==> src/rtl/pc_update_64.sv <==
// PC-update stage for SEQ Y86-64: picks valP/valC/valM by icode/cnd and registers it.
// Optional feature: define PC_UPDATE_HALT_STICKY_EN to freeze the PC after a halt until reset.
module pc_update_64 #(
    parameter int                 ADDR_W   = 64,
    parameter logic [ADDR_W-1:0]  RESET_PC = '0
) (
    input  logic              clk,
    input  logic              reset,
    input  logic [3:0]        icode,
    input  logic [ADDR_W-1:0] valC,
    input  logic [ADDR_W-1:0] valM,
    input  logic [ADDR_W-1:0] valP,
    input  logic              cnd,
    output logic [ADDR_W-1:0] new_pc
);

    localparam logic [3:0] I_HALT   = 4'd0;
    localparam logic [3:0] I_NOP    = 4'd1;
    localparam logic [3:0] I_CMOV   = 4'd2;
    localparam logic [3:0] I_IRMOV  = 4'd3;
    localparam logic [3:0] I_RMMOV  = 4'd4;
    localparam logic [3:0] I_MRMOV  = 4'd5;
    localparam logic [3:0] I_OPQ    = 4'd6;
    localparam logic [3:0] I_JXX    = 4'd7;
    localparam logic [3:0] I_CALL   = 4'd8;
    localparam logic [3:0] I_RET    = 4'd9;
    localparam logic [3:0] I_PUSH   = 4'd10;
    localparam logic [3:0] I_POP    = 4'd11;

    logic [ADDR_W-1:0] next_pc;

    // Unlisted or unknown codes fall to the default arm, which holds the current PC.
    always_comb begin
        next_pc = new_pc;
        case (icode)
            I_HALT, I_NOP, I_CMOV, I_IRMOV, I_RMMOV,
            I_MRMOV, I_OPQ, I_PUSH, I_POP: next_pc = valP;
            I_JXX:                         next_pc = cnd ? valC : valP;
            I_CALL:                        next_pc = valC;
            I_RET:                         next_pc = valM;
            default:                       next_pc = new_pc;
        endcase
    end

`ifdef PC_UPDATE_HALT_STICKY_EN
    logic halted;

    always_ff @(posedge clk) begin
        if (reset) begin
            halted <= 1'b0;
            new_pc <= RESET_PC;
        end else if (halted || (icode == I_HALT)) begin
            halted <= 1'b1;
        end else begin
            new_pc <= next_pc;
        end
    end
`else
    always_ff @(posedge clk) begin
        if (reset) begin
            new_pc <= RESET_PC;
        end else begin
            new_pc <= next_pc;
        end
    end
`endif

endmodule

==> config.mk <==
export PLATFORM = sky130hd
export DESIGN_NAME = pc_update_64
export DESIGN_NICKNAME = d
export VERILOG_FILES = /design/src/rtl/pc_update_64.sv
export SDC_FILE = /design/constraint.sdc
export NUM_CORES = 1
export LEC_CHECK = 0
export CORE_MARGIN = 2
export CORE_UTILIZATION = 38
export CTS_CLUSTER_SIZE = 25
export DETAILED_ROUTE_END_ITERATION = 7
export PLACE_DENSITY_LB_ADDON = 0.05
export SLEW_MARGIN = 20
export SYNTH_ARGS = -nofsm -noshare
export SYNTH_HDL_FRONTEND = slang
export SYNTH_SLANG_ARGS = --single-unit
==> constraint.sdc <==
create_clock -name clk -period 4.66 [get_ports clk]
set_input_delay 1.398 -clock clk [delete_from_list [all_inputs] [get_ports clk]]
set_output_delay 1.398 -clock clk [all_outputs]
set_load 0.02 [all_outputs]
Word-level counts from Yosys, hierarchy flattened
Cells that the tools add are included.

operators by class
  equality and inequality tests = 11
  muxes and demuxes = 2
  reduce and logical (&&, ||, !) cells = 3

operators by type and width
  kind                                           number
  one-hot mux 64 bit (4 select lines)            1
  2-to-1 mux 64 bit                              1
  == test 4 x 3 -> 1 bit, second input constant  4
  == test 4 bit, second input constant           4
  OR reduction 9 bit                             1
  == test 4 x 2 -> 1 bit, second input constant  2
  == test 4 x 1 -> 1 bit, second input constant  1
  zero test 4 bit                                1
  nonzero test 4 bit                             1

word-level totals
  register bits after elaboration = 64
  input port bits = 199
  word-level logic and storage cells = 17

Logic depth before layout (Yosys ltp)
Gate-level depths: netlist of run 1.

  depth in word-level cells = 3
  depth in mapped cells = 8
  mapped depth without buffers = 4

Worst setup path before layout of run 1
OpenSTA, ideal clock, no wires.

  path kind = input to register
  start = input icode[2]
  end = register new_pc[15]
  setup time = 0.120 ns
  arrival time = 2.709 ns
  path slack = 1.831 ns
  stages on the path = 8
  buffers on the path = 4
  cells stage by stage = clkbuf_1 -> and4b_1 -> buf_2 -> a32o_1 -> buf_2 -> buf_6 -> a221oi_2 -> nor2_1

on the way
  longest elaborated chain between the ends = 3
  elaborated cells between the ends (all ways) = 15

ends and longest elaborated chain
  element                                                                    line  text
  start, declared                                                            9     input logic [3:0] icode,
  == test 4 x 1 -> 1 bit, or another cell as far along                       35    case (icode)
  OR reduction 9 bit                                                         35
  one-hot mux 64 bit (4 select lines) or nonzero test 4 bit (tied branches)  --
  end signal, assigned                                                       63    new_pc <= next_pc;
  end, declared                                                              14    output logic [ADDR_W-1:0] new_pc

Several ways; a longest one is shown, not always the timed one.
A chain may end at the register's enable or synchronous reset.

Final worst setup path of run 1
  start = input icode[1]
  end = register new_pc[16]

Same word-level chain as after synthesis.

==> out/qor.yml, run 1 <==
largest_reg_flops: 64
peakVddDrop_v: 0.000200
largest_register: "new_pc"
hold_class: "reg -> reg"
skew_ps: 0
antenna_found_initial: 0
area_delta_synth_final_pct: 79.5
finish.net_count: 864
cts_tree: "yes"
path_cells: "clkdlybuf4s50_1 > and4b_2 > buf_4 > a22o_1 > a222oi_1 > nor2_1"
critPathRequiredTime_ps: 4910
setup_viol: 0
ant_nets: 0
wirelength_mm: 15.1
synth_seq_cells: 64
layout_min_cycle_time_ps: 3490
dp.cells: 783
synth_top_cell_by_area: "dfxtp_1"
cts_num_sinks: 64
drt-vias-per-instance: 5.78
max_freq_mhz: 287
fin_area_um2: 6600
initial_core_util_pct: 39.4
seq_area_frac_synth_pct: 34.9
portBuffers: 262
die_h_um: 102
syn_nets: 628
cts_resized: 0
drive_above_1_share_pct: 11.5
critPathSlowestCell: "a22o_1"
power_density_nw_per_um2: 256
outcome: "complete, no violations"
fp-row-count: 35
rsz0062_at_grt: "false"
top_regs: "new_pc: 64 flops"
arrival_ps: 3740
maxSlewViolCount: 0
relSlewSlack_pct: 43.8
core_um2: 9330
wire_per_inst_um: 18.9
finish.utilization_pct: 70.7
drv_cap: 0
gp_congestion: 0.837
hold_viol_final: 0
synth_top_cell_area_share_pct: 34.9
drtIter0Drc: 184
clk-insertion-delay-late_ps: 330
period_share_pct: 74.8
stdcell_count: 798
hpwl_mm: 10.9
dieWidth_um: 102
pin_count: 263
grt_max_degree: 48
grt_use_met3_pct: 5.95
grt.overflow.total: 0
synthTopCellsByArea: "dfxtp_1, a221oi_2, a211oi_1"
vias: 4609
cp-end-kind: "register"
dr.pass1.iters: 6
track_usage_pct: 27.8
startpoint_type: "primary input"
yosys_warnings: 0
placed_cell_area_um2: 6390
synth_cell_types: 23
fillers: 794
synthCells: 429
syn_area_um2: 3670
dieArea_um2: 10500
numCtsBuffers: 9
postCtsSetupBuffers: 0
leakage_nw: 2.45
crit_path_max_incr_delay_ps: 740
finalSetupTns_ps: 0
clk_root_buffer_cell: "clkbuf_8"
grt_pass1_vias: 4648
gr-usage-met1_pct: 33.0
postCtsHoldBufs: 0
power.total_mw: 1.69
avgSynthCellArea_um2: 8.57
worstPathMaxFanout: 24
diodes: 0
grt_pass1_wl_mm: 23.0
drc: 0
clkTransAtPathRegs_ps: 70
cts_buffer_depth: 2
met2_usage_pct: 50.1
h-tree-depth: 3
grt.busiest_layer: "met2"
critPathKind: "in -> reg"
tightest_slew_ps: 843
## per-layer routing
| layer | vias to the layer above | wire [um] |
|---|---|---|
| met1 | 2210 | 5930 |
| met4 | 0 | 344 |
| met3 | 24 | 1110 |
| li1 | 2165 | - |
| met2 | 210 | 7720 |
| met5 | - | 0 |
## worst paths after layout
kind | slack [ps] | cells past startpoint | endpoint | startpoint
worst min-delay path | 510 | 2 | new_pc[3] | new_pc[3]
worst min register to register | 510 | 2 | new_pc[3] | new_pc[3]
worst max-delay path | 1170 | 6 | new_pc[16] | icode[1]
worst max register to register | 3960 | 2 | new_pc[25] | new_pc[25]
## synthesized netlist by cell type
cell type and instances:
a211oi_1 42, nor2_1 54, a21oi_1 14, and2_1 2, nor2b_1 1, clkbuf_1 37, nor3b_1 1, buf_6 4
inv_1 3, and4b_1 1, a22o_1 1, o21ai_0 22, nand2_1 54, a21o_1 11, buf_4 4, o22ai_1 42
dfxtp_1 64, nor3b_2 1, a221oi_1 13, a32o_1 1, a221oi_2 40, a222oi_1 11, buf_2 6
## stage by stage
stage	hold WS, ps	setup WS (ps)
after CTS	516	1220
final	513	1170
after global routing	547	1050
after global placement	492	919
after detailed placement	499	860
after floorplan	605	1830
## worst max-delay path: cells and delay by family
| family | cells | cell delay (ps) |
|---|---|---|
| compound gates | 2 | 960 |
| buf+inv | 2 | 900 |
| simple gates | 2 | 480 |
## cells by family (layout without fill, tap and decap cells)
family / after synthesis / count (layout) / synth area share, %
AO/OA/AOI/OAI: 197 / 197 / 45.8
AND/OR/NAND/NOR: 114 / 114 / 12.4
flip-flops: 64 / 64 / 34.9
buffers and inverters: 54 / 294 / 6.95
## placed cells by master, fill, tap and decap left out, drive strengths merged, types with 2 or more instances in the layout
master / n
a211oi: 42
a21o: 11
a21oi: 14
a221oi: 53
a222oi: 11
and2: 2
buf: 16
clkbuf: 13
clkdlybuf4s50: 260
dfxtp: 64
inv: 3
nand2: 54
nor2: 54
nor3b: 2
o21ai: 22
o22ai: 42
## power by group
part | internal (mW) | switching [mW] | leakage [nW]
combinational | 0.314 | 0.247 | 1.81
clock | 0.289 | 0.217 | 0.102
sequential | 0.598 | 0.0263 | 0.534
## cell type report
type | instances | area (um2) | area share [%]
inverters | 3 | 11.3 | 0.171
multi-input cells | 311 | 2170 | 32.9
clock buffers | 13 | 169 | 2.56
well taps | 129 | 161 | 2.45
clock inverters | 2 | 37.5 | 0.569
flip-flops and latches | 64 | 1280 | 19.4
repair buffers | 276 | 2770 | 41.9
Power figures use the tool's default switching activity.
==> run 2, diff against run 1 <==
--- a/config.mk
+++ b/config.mk
@@ -6,7 +6,7 @@
 export NUM_CORES = 1
 export LEC_CHECK = 0
 export CORE_MARGIN = 2
-export CORE_UTILIZATION = 38
+export CORE_UTILIZATION = 35
 export CTS_CLUSTER_SIZE = 25
 export DETAILED_ROUTE_END_ITERATION = 7
 export PLACE_DENSITY_LB_ADDON = 0.05
==> constraint.sdc (replaced) <==
create_clock -name clk -period 3.6 [get_ports clk]
set_input_delay 1.08 -clock clk [delete_from_list [all_inputs] [get_ports clk]]
set_output_delay 1.08 -clock clk [all_outputs]
set_load 0.02 [all_outputs]
==> run 2 against run 1 <==
Compared with the run above: critical path depth down 1; via count fell by 1.1%; core utilization down 7.1 points; hold slack gained 5.6 ps; clock skew unchanged; global-route usage fell by 1.8 points; highest routed layer unchanged; clock power up 9.1%; sequential power grew 29%; critical path type unchanged; die area grew 8.2%; final cell count grew 0.88%; total power is 23% higher.
==> out/qor.yml, run 2 (synthesis results as in run 1) <==
outcome: "complete, no violations"
clk-insertion-delay-late_ps: 340  # about the same
hold_viol_final: 0  # unchanged
leakage_nw: 2.43  # -0.97%
gp_congestion: 0.804  # -4.0%
period_share_pct: 80.9
startpoint_type: "primary input"
power_density_nw_per_um2: 319  # +25%
diodes: 0  # unchanged
largest_reg_flops: 64  # unchanged
skew_ps: 0  # unchanged
initial_core_util_pct: 35.8  # -3.6 points
dieWidth_um: 106  # +4.0%
final_common_cell: "clkdlybuf4s50_1"
dieArea_um2: 11300  # +8.2%
pre_cts_slack_ps: 352  # -509 ps
drc: 0  # unchanged
maxSlewViolCount: 0  # unchanged
relSlewSlack_pct: 29.5  # -14 points
cp-end-kind: "register"
area_delta_synth_final_pct: 78.0
dp.cells: 789  # +0.77%
drtIter0Drc: 218  # +18%
critPathKind: "in -> reg"
final.setup.worst_slack_ps: 688  # -484 ps
ant_nets: 0  # unchanged
arrival_ps: 3180  # -560 ps
layout_min_cycle_time_ps: 2910
top_regs: "new_pc: 64 flops"
placed_cell_area_um2: 6380  # -0.22%
vias: 4556  # -1.1%
numCtsBuffers: 9  # unchanged
cts_tree: "yes"
hpwl_mm: 10.5  # -3.6%
largest_register: "new_pc"
fp-row-count: 37  # +5.7%
drt-vias-per-instance: 5.66  # -2.0%
wire_per_inst_um: 19.1  # +0.72%
final_cell_mix: "clkdlybuf4s50_1, dfxtp_1, nor2_1"
hold_class: "reg -> reg"
max_freq_mhz: 343
stdcell_count: 805  # +0.88%
die_h_um: 106  # +4.0%
worstPathMaxFanout: 22  # -8.3%
fillers: 909  # +14%
cts_buffer_depth: 2  # unchanged
fin_area_um2: 6540  # -0.83%
grt.overflow.total: 0  # unchanged
grt_pass1_wl_mm: 23.4  # +1.6%
drv_cap: 0  # unchanged
dr.pass1.iters: 5  # -1
rsz0062_at_grt: "false"
postCtsHoldBufs: 0  # unchanged
cts_resized: 0  # unchanged
grt_max_degree: 52  # +8.3%
clkTransAtPathRegs_ps: 70  # about the same
track_usage_pct: 26.0  # -1.8 points
h-tree-depth: 3  # unchanged
antenna_found_initial: 0  # unchanged
core_um2: 10300  # +10%
postCtsSetupBuffers: 0  # unchanged
wirelength_mm: 15.3  # +1.6%
pin_count: 263  # unchanged
tightest_slew_ps: 1060  # +215 ps
peakVddDrop_v: 0.000169  # -15%
critPathRequiredTime_ps: 3870  # -1040 ps
clk_root_buffer_cell: "clkbuf_8"
setup_viol: 0  # unchanged
portBuffers: 262  # unchanged
finalSetupTns_ps: 0  # unchanged
drive_above_1_share_pct: 11.4  # -0.15 points
grt_pass1_vias: 4779  # +2.8%
finish.net_count: 863  # -0.12%
cts_num_sinks: 64  # unchanged
-- run 2: cell count changes in the layout (fill, tap and decap cells not counted), sizes merged --
cell      before  now
clkbuf        13   12
clkinv         0    4
buf           16   15
bufinv         1    0
clkinvlp       1    0
-- run 2: cell type report --
class | instances | area, um2 | area share (%)
Clock buffer | 12 | 145 | 2.22
Tap cell | 136 | 170 | 2.60
Timing Repair Buffer | 275 | 2740 | 41.8
Inverter | 3 | 11.3 | 0.172
Multi-Input combinational cell | 311 | 2180 | 33.3
Sequential cell | 64 | 1280 | 19.6
Clock inverter | 4 | 20.0 | 0.306
-- run 2: metal layers --
metal | track usage [%] | vias up | wire length (um)
met4 | 11.7 | 0 | 515
met1 | 28.5 | 2156 | 5950
met2 | 47.3 | 208 | 7640
met5 | 0 | - | 0
met3 | 6.50 | 37 | 1240
li1 | - | 2155 | -
-- run 2: report_power, final --
part	internal [mW]	switching [mW]
Clock	0.265	0.287
Sequential	0.774	0.0336
Combinational	0.407	0.322
-- run 2: worst max-delay path: stages --
cell	delay (ps)
clkdlybuf4s50_1	560
and4b_2	300
a21oi_2	800
a222oi_1	280
nor2_1	160
-- run 2: stage by stage --
| stage | hold slack (ps) | power (mW) | util, % |
|---|---|---|---|
| floorplan | 605 | 1.12 | - |
| global placement | 492 | 1.54 | 62.1 |
| detailed placement | 499 | 1.55 | 62.1 |
| CTS | 518 | 2.10 | 63.7 |
| global route | 537 | 2.19 | 63.7 |
| finish | 518 | 2.09 | 63.7 |
-- run 2: path summary, 6_finish.rpt --
check	start	endpoint	slack, ps	cells past startpoint
min reg2reg	new_pc[23]	new_pc[23]	520	2
max reg2reg	new_pc[34]	new_pc[34]	2900	2
min	new_pc[23]	new_pc[23]	520	2
max	icode[3]	new_pc[56]	690	5
